===== src/rtl/mul_div_unit.sv =====
// Iterative radix-2 MULTU/MULT/DIVU/DIV engine producing HI/LO; done pulses XLEN+1 edges after start.
// No backpressure or queueing: start is accepted only in IDLE and ignored while busy or during done.
module mul_div_unit #(
    parameter int XLEN = 32
) (
    input  logic            clk,
    input  logic            rst,
    input  logic            start,
    input  logic [1:0]      op,
    input  logic [XLEN-1:0] input1,
    input  logic [XLEN-1:0] input2,
    output logic            busy,
    output logic            done,
    output logic [XLEN-1:0] hi,
    output logic [XLEN-1:0] lo,
    output logic            div_by_zero
);

    localparam int CW = $clog2(XLEN) + 1;
    localparam logic [CW-1:0] LAST_STEP = CW'(XLEN - 1);

    typedef enum logic [1:0] {IDLE, CALC, SIGN, DONE} state_t;

    state_t            state_q, state_d;
    logic [CW-1:0]     count_q, count_d;
    logic [1:0]        op_q, op_d;
    logic [XLEN-1:0]   a_q, a_d;
    logic [XLEN-1:0]   b_q, b_d;
    logic [XLEN-1:0]   in1_q, in1_d;
    logic [2*XLEN-1:0] acc_q, acc_d;
    logic              neg_lo_q, neg_lo_d;
    logic              neg_hi_q, neg_hi_d;
    logic              busy_q, busy_d;
    logic              done_q, done_d;
    logic [XLEN-1:0]   hi_q, hi_d;
    logic [XLEN-1:0]   lo_q, lo_d;
    logic              dbz_q, dbz_d;

    logic              s1, s2;
    logic [XLEN-1:0]   abs1, abs2;
    logic [XLEN:0]     mul_sum;
    logic [XLEN:0]     div_trial;
    logic [2*XLEN-1:0] mul_next, div_next, prod_fix;
    logic [XLEN-1:0]   quo_fix, rem_fix;

    always_comb begin
        state_d  = state_q;
        count_d  = count_q;
        op_d     = op_q;
        a_d      = a_q;
        b_d      = b_q;
        in1_d    = in1_q;
        acc_d    = acc_q;
        neg_lo_d = neg_lo_q;
        neg_hi_d = neg_hi_q;
        busy_d   = busy_q;
        done_d   = 1'b0;
        hi_d     = hi_q;
        lo_d     = lo_q;
        dbz_d    = dbz_q;

        s1   = op[0] & input1[XLEN-1];
        s2   = op[0] & input2[XLEN-1];
        abs1 = s1 ? -input1 : input1;
        abs2 = s2 ? -input2 : input2;

        // Multiply: acc = {partial product, remaining multiplier bits}, shifted right each step.
        mul_sum  = {1'b0, acc_q[2*XLEN-1:XLEN]} + (acc_q[0] ? {1'b0, a_q} : '0);
        mul_next = {mul_sum, acc_q[XLEN-1:1]};

        // Divide: acc = {remainder, dividend/quotient}; the shifted-out MSB is the trial's extra bit.
        div_trial = acc_q[2*XLEN-1:XLEN-1] - {1'b0, b_q};
        div_next  = div_trial[XLEN] ? {acc_q[2*XLEN-2:0], 1'b0}
                                    : {div_trial[XLEN-1:0], acc_q[XLEN-2:0], 1'b1};

        prod_fix = neg_lo_q ? -acc_q : acc_q;
        quo_fix  = neg_lo_q ? -acc_q[XLEN-1:0] : acc_q[XLEN-1:0];
        rem_fix  = neg_hi_q ? -acc_q[2*XLEN-1:XLEN] : acc_q[2*XLEN-1:XLEN];

        case (state_q)
            IDLE: begin
                if (start) begin
                    op_d     = op;
                    in1_d    = input1;
                    a_d      = abs1;
                    b_d      = abs2;
                    acc_d    = op[1] ? {{XLEN{1'b0}}, abs1} : {{XLEN{1'b0}}, abs2};
                    neg_lo_d = s1 ^ s2;
                    neg_hi_d = s1;
                    count_d  = '0;
                    busy_d   = 1'b1;
                    state_d  = CALC;
                end
            end
            CALC: begin
                acc_d   = op_q[1] ? div_next : mul_next;
                count_d = count_q + CW'(1);
                if (count_q == LAST_STEP) begin
                    state_d = SIGN;
                end
            end
            SIGN: begin
                // MIN / -1 needs no special case: the magnitude quotient negates back to MIN.
                if (op_q[1] && (b_q == '0)) begin
                    hi_d  = in1_q;
                    lo_d  = '1;
                    dbz_d = 1'b1;
                end else if (op_q[1]) begin
                    hi_d  = rem_fix;
                    lo_d  = quo_fix;
                    dbz_d = 1'b0;
                end else begin
                    hi_d  = prod_fix[2*XLEN-1:XLEN];
                    lo_d  = prod_fix[XLEN-1:0];
                    dbz_d = 1'b0;
                end
                busy_d  = 1'b0;
                done_d  = 1'b1;
                state_d = DONE;
            end
            DONE: begin
                state_d = IDLE;
            end
        endcase
    end

    always_ff @(posedge clk) begin
        if (rst) begin
            state_q  <= IDLE;
            count_q  <= '0;
            op_q     <= '0;
            a_q      <= '0;
            b_q      <= '0;
            in1_q    <= '0;
            acc_q    <= '0;
            neg_lo_q <= 1'b0;
            neg_hi_q <= 1'b0;
            busy_q   <= 1'b0;
            done_q   <= 1'b0;
            hi_q     <= '0;
            lo_q     <= '0;
            dbz_q    <= 1'b0;
        end else begin
            state_q  <= state_d;
            count_q  <= count_d;
            op_q     <= op_d;
            a_q      <= a_d;
            b_q      <= b_d;
            in1_q    <= in1_d;
            acc_q    <= acc_d;
            neg_lo_q <= neg_lo_d;
            neg_hi_q <= neg_hi_d;
            busy_q   <= busy_d;
            done_q   <= done_d;
            hi_q     <= hi_d;
            lo_q     <= lo_d;
            dbz_q    <= dbz_d;
        end
    end

    assign busy        = busy_q;
    assign done        = done_q;
    assign hi          = hi_q;
    assign lo          = lo_q;
    assign div_by_zero = dbz_q;

endmodule


===== config.mk =====
export PLATFORM = sky130hd
export DESIGN_NAME = mul_div_unit
export DESIGN_NICKNAME = d
export VERILOG_FILES = /design/src/rtl/mul_div_unit.sv
export SDC_FILE = /design/constraint.sdc
export NUM_CORES = 1
export LEC_CHECK = 0
export ABC_AREA = 1
export CORE_ASPECT_RATIO = 1.1
export CORE_MARGIN = 5
export CORE_UTILIZATION = 35
export DETAILED_ROUTE_END_ITERATION = 6
export DONT_BUFFER_PORTS = 1
export GPL_ROUTABILITY_DRIVEN = 0
export SLEW_MARGIN = 20
export SYNTH_ARGS = -nofsm -noshare
export SYNTH_HDL_FRONTEND = slang
export SYNTH_SLANG_ARGS = --single-unit

===== constraint.sdc =====
create_clock -name clk -period 2.7 [get_ports clk]
set_clock_uncertainty 0.2 [all_clocks]
set_input_delay 0.405 -clock clk [delete_from_list [all_inputs] [get_ports clk]]
set_output_delay 0.405 -clock clk [all_outputs]
set_load 0.02 [all_outputs]

==> results.toml, run 1 <==
[clock_network]
cts_tree = "done"
cts_buffer_depth = 3
h-tree-depth = 1
cts_buffers = 25
cts_root_buf = "clkbuf_16"
clk_pin_slew_ns = 0.07
clkSinkCount = 237
clk_latency_ns = 0.57

[logic_synthesis]
syn_inst = 3434
synth.most_common_cell = "nand2_1"
synth_top_area_share_pct = 23.9
yosys.area.top_type = "dfxtp_1"
async_flop_share_pct = 0
syn_avg_cell_area_um2 = 5.79
synth_seq_cells = 237
syn-num-nets = 3577
synth_edf_count = 0
synthTopCellsByCount = "nand2_1 (932), inv_1 (560), nand3_1 (317), nor2_1 (274), a21oi_1 (253)"
seq_area_frac_synth_pct = 23.9
synth_flop_cell = "dfxtp_1"
synth_area_um2 = 19900
synth_warnings = 0
yosysUniqueCellTypes = 48
synth_area_leaders = "dfxtp_1 (24%), nand2_1 (18%), inv_1 (11%)"

[power]
power.share.switching_pct = 51.0
power.leakage_nw = 11.8
clock_power_share_pct = 16.7
intPower_w = 0.0115
power_switching_w = 0.0120
power.density_nw_per_um2 = 977
pwr-share-comb_pct = 58.5
power_w = 0.0235
peakVddDrop_mv = 0.622
pwr-share-seq_pct = 24.8

[finish]
stdcell_area_um2 = 24000
n_fill_cell = 6027
antenna_cells = 0
drive_gt1_share_pct = 12.2
multi_input_area_um2 = 13200
area_growth_pct = 20.9
seq_area_um2 = 4760
fin_nets = 3706

[setup_path]
crit_type = "flip-flop to flip-flop"
path_common_cell = "nand2_4"
r2r_cells = 14
cp_cell_sequence = "ha_1 > nand2_1 > nand2_1 > inv_1 > nand2_1 > a21oi_2 > nand2_4 > nand2_4 > nand2_4 > nand2_2 > nand2_4 > buf_12 > o21ai_0 > a31oi_2"
critPathBufInv = 2
reg2reg_slack_ns = 0.03
reg2reg_from = "acc_q[42]$_SDFFE_PP0P_"
worstReg2RegEnd = "acc_q[0]$_SDFFE_PP0P_"
worstSetupEndpoint = "acc_q[0]$_SDFFE_PP0P_"
crit_path_end_kind = "flip-flop"
critPathLaunchType = "flip-flop"
slowest_stage = "dfxtp_1"
crit_cells = 14
crit_arrival_ns = 2.87
worstSetupStartpoint = "acc_q[42]$_SDFFE_PP0P_"
crit_fanout = 5
required_ns = 2.91
cpLargestDelayFamily = "simple AND/OR/NAND/NOR gates"
cp_slowest_stage_delay_ns = 0.50

[status]
status = "complete, no violations"

[die]
fp.dieW_um = 237
top_level_ports = 136
fp.coreArea_um2 = 56100
die-area_um2 = 61700
initial_core_util_pct = 35.4
num_rows = 91
die_height_um = 260

[sta]
tightest_slew_ns = 0.656
rsz0062_at_grt = "true"
setup_viol_count_final = 0
layout_min_cycle_time_ns = 2.67
finalWorstSetupSlack_ns = 0.0324
finalCritPeriodShare_pct = 98.8
fin_hold_ws_ns = 0.00412
slew_violations = 0
fmax_mhz = 375
relSlewSlack_pct = 56.1
hold_violations = 0

[drt]
wl_mm = 86.4
via_per_inst = 5.37
vias = 23200
wl_per_cell_um = 20.0
drc = 0
initialDrtViolationCount = 2223
drt-pass1-iter-count = 6
ant_nets = 0

[global_routing]
grt_pass1_vias = 21800
antenna_found_initial = 2
grt_max_degree = 104
grt_pass1_wl_mm = 129
grt-ovfl-total = 0
grt_use_total_pct = 26.6

[placement]
dpl_cell_area_um2 = 21800
post-place-ws_ns = -0.0719
port_buffers = 0
hpwl_mm = 68.2

[flow_run]
cap_violations = 0

[hold_path]
hp-class = "input pin to flip-flop"
-- placed cells by master, fill, tap and decap left out, types with 51 or more instances in the layout --
cell	count
xor2_1	52
a21oi_1	236
nand2_1	910
dfxtp_1	225
o21ai_0	242
nor2_1	249
buf_4	161
dlygate4sd3_1	51
inv_1	551
nand3_1	308
nand4_1	57
-- worst min-delay path by stage --
stage / from / end / slack, ns / cells past startpoint
CTS: input2[10] / b_q[10]$_SDFFE_PP0P_ / 0.007 / 4
global route: input1[6] / in1_q[6]$_SDFFE_PP0P_ / 0.02 / 3
detailed placement: in1_q[31]$_SDFFE_PP0P_ / in1_q[31]$_SDFFE_PP0P_ / 0.28 / 2
floorplan: count_q[0]$_SDFFE_PP0P_ / count_q[0]$_SDFFE_PP0P_ / 0.25 / 1
global placement: in1_q[31]$_SDFFE_PP0P_ / in1_q[31]$_SDFFE_PP0P_ / 0.27 / 2
finish: input2[29] / b_q[29]$_SDFFE_PP0P_ / 0.004 / 4
-- worst reg2reg max path, cell delays in order, from the launching register on --
cell and delay [ns]:
dfxtp_1 0.50, ha_1 0.34, nand2_1 0.10, nand2_1 0.08, inv_1 0.06, nand2_1 0.10
a21oi_2 0.18, nand2_4 0.08, nand2_4 0.09, nand2_4 0.07, nand2_2 0.07, nand2_4 0.10
buf_12 0.15, o21ai_0 0.20, a31oi_2 0.18
-- cells by family (layout without fill, tap and decap cells) --
kind of cell / count (synthesis) / in the layout / synth area share, %
and+or+nand+nor: 1703 / 1703 / 36.3
adders and majority gates: 74 / 74 / 4.73
AOI/OAI and AO/OA: 655 / 655 / 18.5
xor gates and xnor gates: 68 / 68 / 2.99
DFF: 237 / 237 / 23.9
buffers and inverters: 697 / 845 / 13.6
-- layout make-up --
type,count,area share (%)
Clock inverter,14,0.911
Timing Repair Buffer,235,9.01
Clock buffer,32,2.88
Tap cell,744,3.87
Inverter,564,8.82
Multi-Input combinational cell,2500,54.7
Sequential cell,237,19.8
-- through the flow --
stage	instances	TNS [ns]	utilization, %
after floorplan	3434	0	-
after global placement	4222	-0.0868	38.8
after detailed placement	4222	-0.0719	38.8
after CTS	4320	0	41.5
after global routing	4326	-0.421	42.8
final	4326	0	42.8
-- what timing repair did --
| action | 4_1_cts | 5_1_grt |
|---|---|---|
| endpoints found under the setup margin | 3 | 58 |
| resized for setup | 10 | 154 |
| endpoints found under the hold margin | 171 | 0 |
| buffers inserted | 0 | 4 |
| pin swaps | 2 | 13 |
| hold buffers | 52 | 0 |
| gates cloned | 0 | 2 |
-- per-layer routing --
layer,vias to the layer above,GRT usage [%],part of all wire (%)
met5,-,0,0.027
met4,4,13.7,6.4
met3,253,5.41,9.0
met2,1033,43.5,45
met1,10600,33.1,39
li1,11400,-,-
-- power groups by stage --
stage / Combinational [W] / Clock, W / Sequential, W
finish: 0.0137 / 0.00393 / 0.00581
global route: 0.0151 / 0.00410 / 0.00589
CTS: 0.0128 / 0.00395 / 0.00574
detailed placement: 0.0126 / 0 / 0.00581
global placement: 0.0125 / 0 / 0.00581
floorplan: 0.00850 / 0 / 0.00535
-- registers in the layout (all words and copies together) (netlist names) --
register	count
hi	32
neg_lo_q	1
a_q	32
done	1
lo	32
count_q	6
b_q	32
neg_hi_q	1
in1_q	31
div_by_zero	1
op_q	1
acc_q	64
busy	1
state_q	2
No activity file was read; power rests on OpenSTA's default activity.
==> run 2, diff against run 1 <==
GPL_ROUTABILITY_DRIVEN = unset   (was 0)
PLACE_DENSITY = 0.57   (was unset)
==> run 2 against run 1 <==
Effect of this change: worst setup slack better by 0.022 ns; critical endpoint is now hi[25]$_SDFFE_PP0P_; design area is 0.64% higher; largest power group unchanged; sequential cell count stayed put; core utilization is 0.27 points higher; sequential power is 0.9% higher; non-clock buffer count is 21 higher; combinational power hardly changed; highest routed layer unchanged; die area stayed put; first-iteration DRC count is 11% higher; global-route usage is 1.2 points higher; hold slack better by 0.014 ns.
==> results.toml, run 2 (synthesis results as in run 1) <==
[status]
status = "complete, no violations"

[sta]
finalWorstSetupSlack_ns = 0.0548
slew_violations = 0
tightest_slew_ns = 0.764
setup_viol_count_final = 0
layout_min_cycle_time_ns = 2.65
fmax_mhz = 378
finalCritPeriodShare_pct = 98.0
rsz0062_at_grt = "true"
hold_violations = 0
fin_setup_tns_ns = 0
fin_hold_ws_ns = 0.0185
relSlewSlack_pct = 48.9

[power]
clock_power_share_pct = 17.2
intPower_w = 0.0116
peakVddDrop_mv = 0.784
pwr-share-comb_pct = 58.3
pwr-share-seq_pct = 24.5
power.density_nw_per_um2 = 988
power.leakage_nw = 12.0
power_switching_w = 0.0123
power.share.switching_pct = 51.5

[drt]
wl_per_cell_um = 20.7
drc = 0
highest_layer = "met5"
drt-pass1-iter-count = 6
via_per_inst = 5.36
dr_wl_met3_mm = 7.41
met1_length_mm = 37.5
initialDrtViolationCount = 2472
vias = 23400
wl_met2_mm = 40.6
ant_nets = 0
wl_mm = 90.0

[setup_path]
cp_cell_sequence = "buf_4 > inv_2 > buf_4 > nand4_2 > nand3b_1 > nand2_2 > nand2_1 > nor2_2 > nand3_1 > nand3_1 > nand3_1 > a21oi_1"
path_common_cell = "nand3_1"
required_ns = 3.01
worstSetupStartpoint = "acc_q[0]$_SDFFE_PP0P_"
r2r_cells = 12
reg2reg_from = "acc_q[0]$_SDFFE_PP0P_"
critPathLaunchType = "flip-flop"
crit_type = "flip-flop to flip-flop"
reg2reg_slack_ns = 0.05
crit_fanout = 5
slowest_stage = "dfxtp_4"
cp_slowest_stage_delay_ns = 0.36
crit_arrival_ns = 2.95
worstReg2RegEnd = "hi[25]$_SDFFE_PP0P_"
crit_path_end_kind = "flip-flop"

[global_routing]
grt_pass1_wl_mm = 133
grt-ovfl-total = 0
grt_pass1_vias = 21500
grt_max_degree = 106
grt_use_total_pct = 27.7
antenna_found_initial = 2

[clock_network]
cts_buffers = 28
h-tree-depth = 1
clk_pin_slew_ns = 0.07
cts_tree = "done"
cts_buffer_depth = 3
clkSinkCount = 237
cts_root_buf = "clkbuf_16"
clk_latency_ns = 0.59

[die]
initial_core_util_pct = 35.4
fp.coreArea_um2 = 56100
die-area_um2 = 61700
num_rows = 91
die_height_um = 260
top_level_ports = 136
fp.dieW_um = 237

[placement]
hpwl_mm = 70.8
port_buffers = 0
gp_congestion = 1.00
post-place-ws_ns = -0.423
post-place-cells = 4237

[hold_path]
hold_depth = 3
hp-start = "op[1]"
hp-class = "input pin to flip-flop"
whs_endpoint = "acc_q[13]$_SDFFE_PP0P_"

[finish]
n_fill_cell = 6142
mostFrequentLayoutCells = "nand2_1 (912), inv_1 (548), nand3_1 (301)"
area_growth_pct = 21.7
mostFrequentLayoutCell = "nand2_1"
finalNonFillerCells = 4355
regMostFlops = "acc_q"
fin_nets = 3731
drive_gt1_share_pct = 13.1
fin_util_pct = 43.1
largest_reg_flops = 64

[flow_run]
cap_violations = 0
run 2: per-stage QoR:
step	total power, W	area, um2
after global placement	0.0186	21900
after floorplan	0.0138	19900
after detailed placement	0.0186	21900
after CTS	0.0229	23400
final	0.0239	24200
after global routing	0.0255	24200
run 2: area by class of cell:
class / count / area, um2 / area share, %
inverter: 564 / 2120 / 8.76
tap: 744 / 931 / 3.85
clock inverter: 14 / 163 / 0.672
sequential: 237 / 4770 / 19.7
antenna: 2 / 5.00 / 0.0207
timing repair buffer: 256 / 2300 / 9.51
clock buffer: 37 / 816 / 3.37
multi-input combinational: 2501 / 13100 / 54.1
run 2: repair_timing:
item | in CTS | in global routing
pin swaps | 3 | 21
setup buffers | 1 | 6
gates cloned | 1 | 3
endpoints found under the hold margin | 171 | 0
hold buffers | 54 | 0
endpoints found under the setup margin | 17 | 73
gates resized for setup | 8 | 153
run 2: how the worst max path moves through the flow:
stage,slack (ns),cells after the start,end
3_3_place_gp,-0.41,16,acc_q[48]$_SDFFE_PP0P_
2_1_floorplan,0.09,21,acc_q[61]$_SDFFE_PP0P_
6_report,0.05,12,hi[25]$_SDFFE_PP0P_
3_5_place_dp,-0.42,16,acc_q[48]$_SDFFE_PP0P_
5_1_grt,-0.07,14,hi[31]$_SDFFE_PP0P_
4_1_cts,0.0003,18,acc_q[59]$_SDFFE_PP0P_
run 2: power by group through the flow:
stage | Combinational (W) | Sequential (W) | Clock (W)
4_1_cts | 0.0130 | 0.00578 | 0.00415
3_5_place_dp | 0.0127 | 0.00584 | 0
2_1_floorplan | 0.00850 | 0.00535 | 0
5_1_grt | 0.0152 | 0.00593 | 0.00429
3_3_place_gp | 0.0127 | 0.00585 | 0
6_report | 0.0139 | 0.00586 | 0.00411
run 2: critical path: cells and delay by family (launching register included):
family                 cells  cell delay, ns
DFF                        1            0.36
buffers and inverters      3            0.36
and+or+nand+nor            8            1.43
AOI/OAI and AO/OA          1            0.22
run 2: routing by layer:
layer,vias to the layer above,global-route usage [%]
met3,191,4.48
li1,11400,-
met1,10800,36.7
met4,2,11.3
met5,-,0
met2,984,45.1
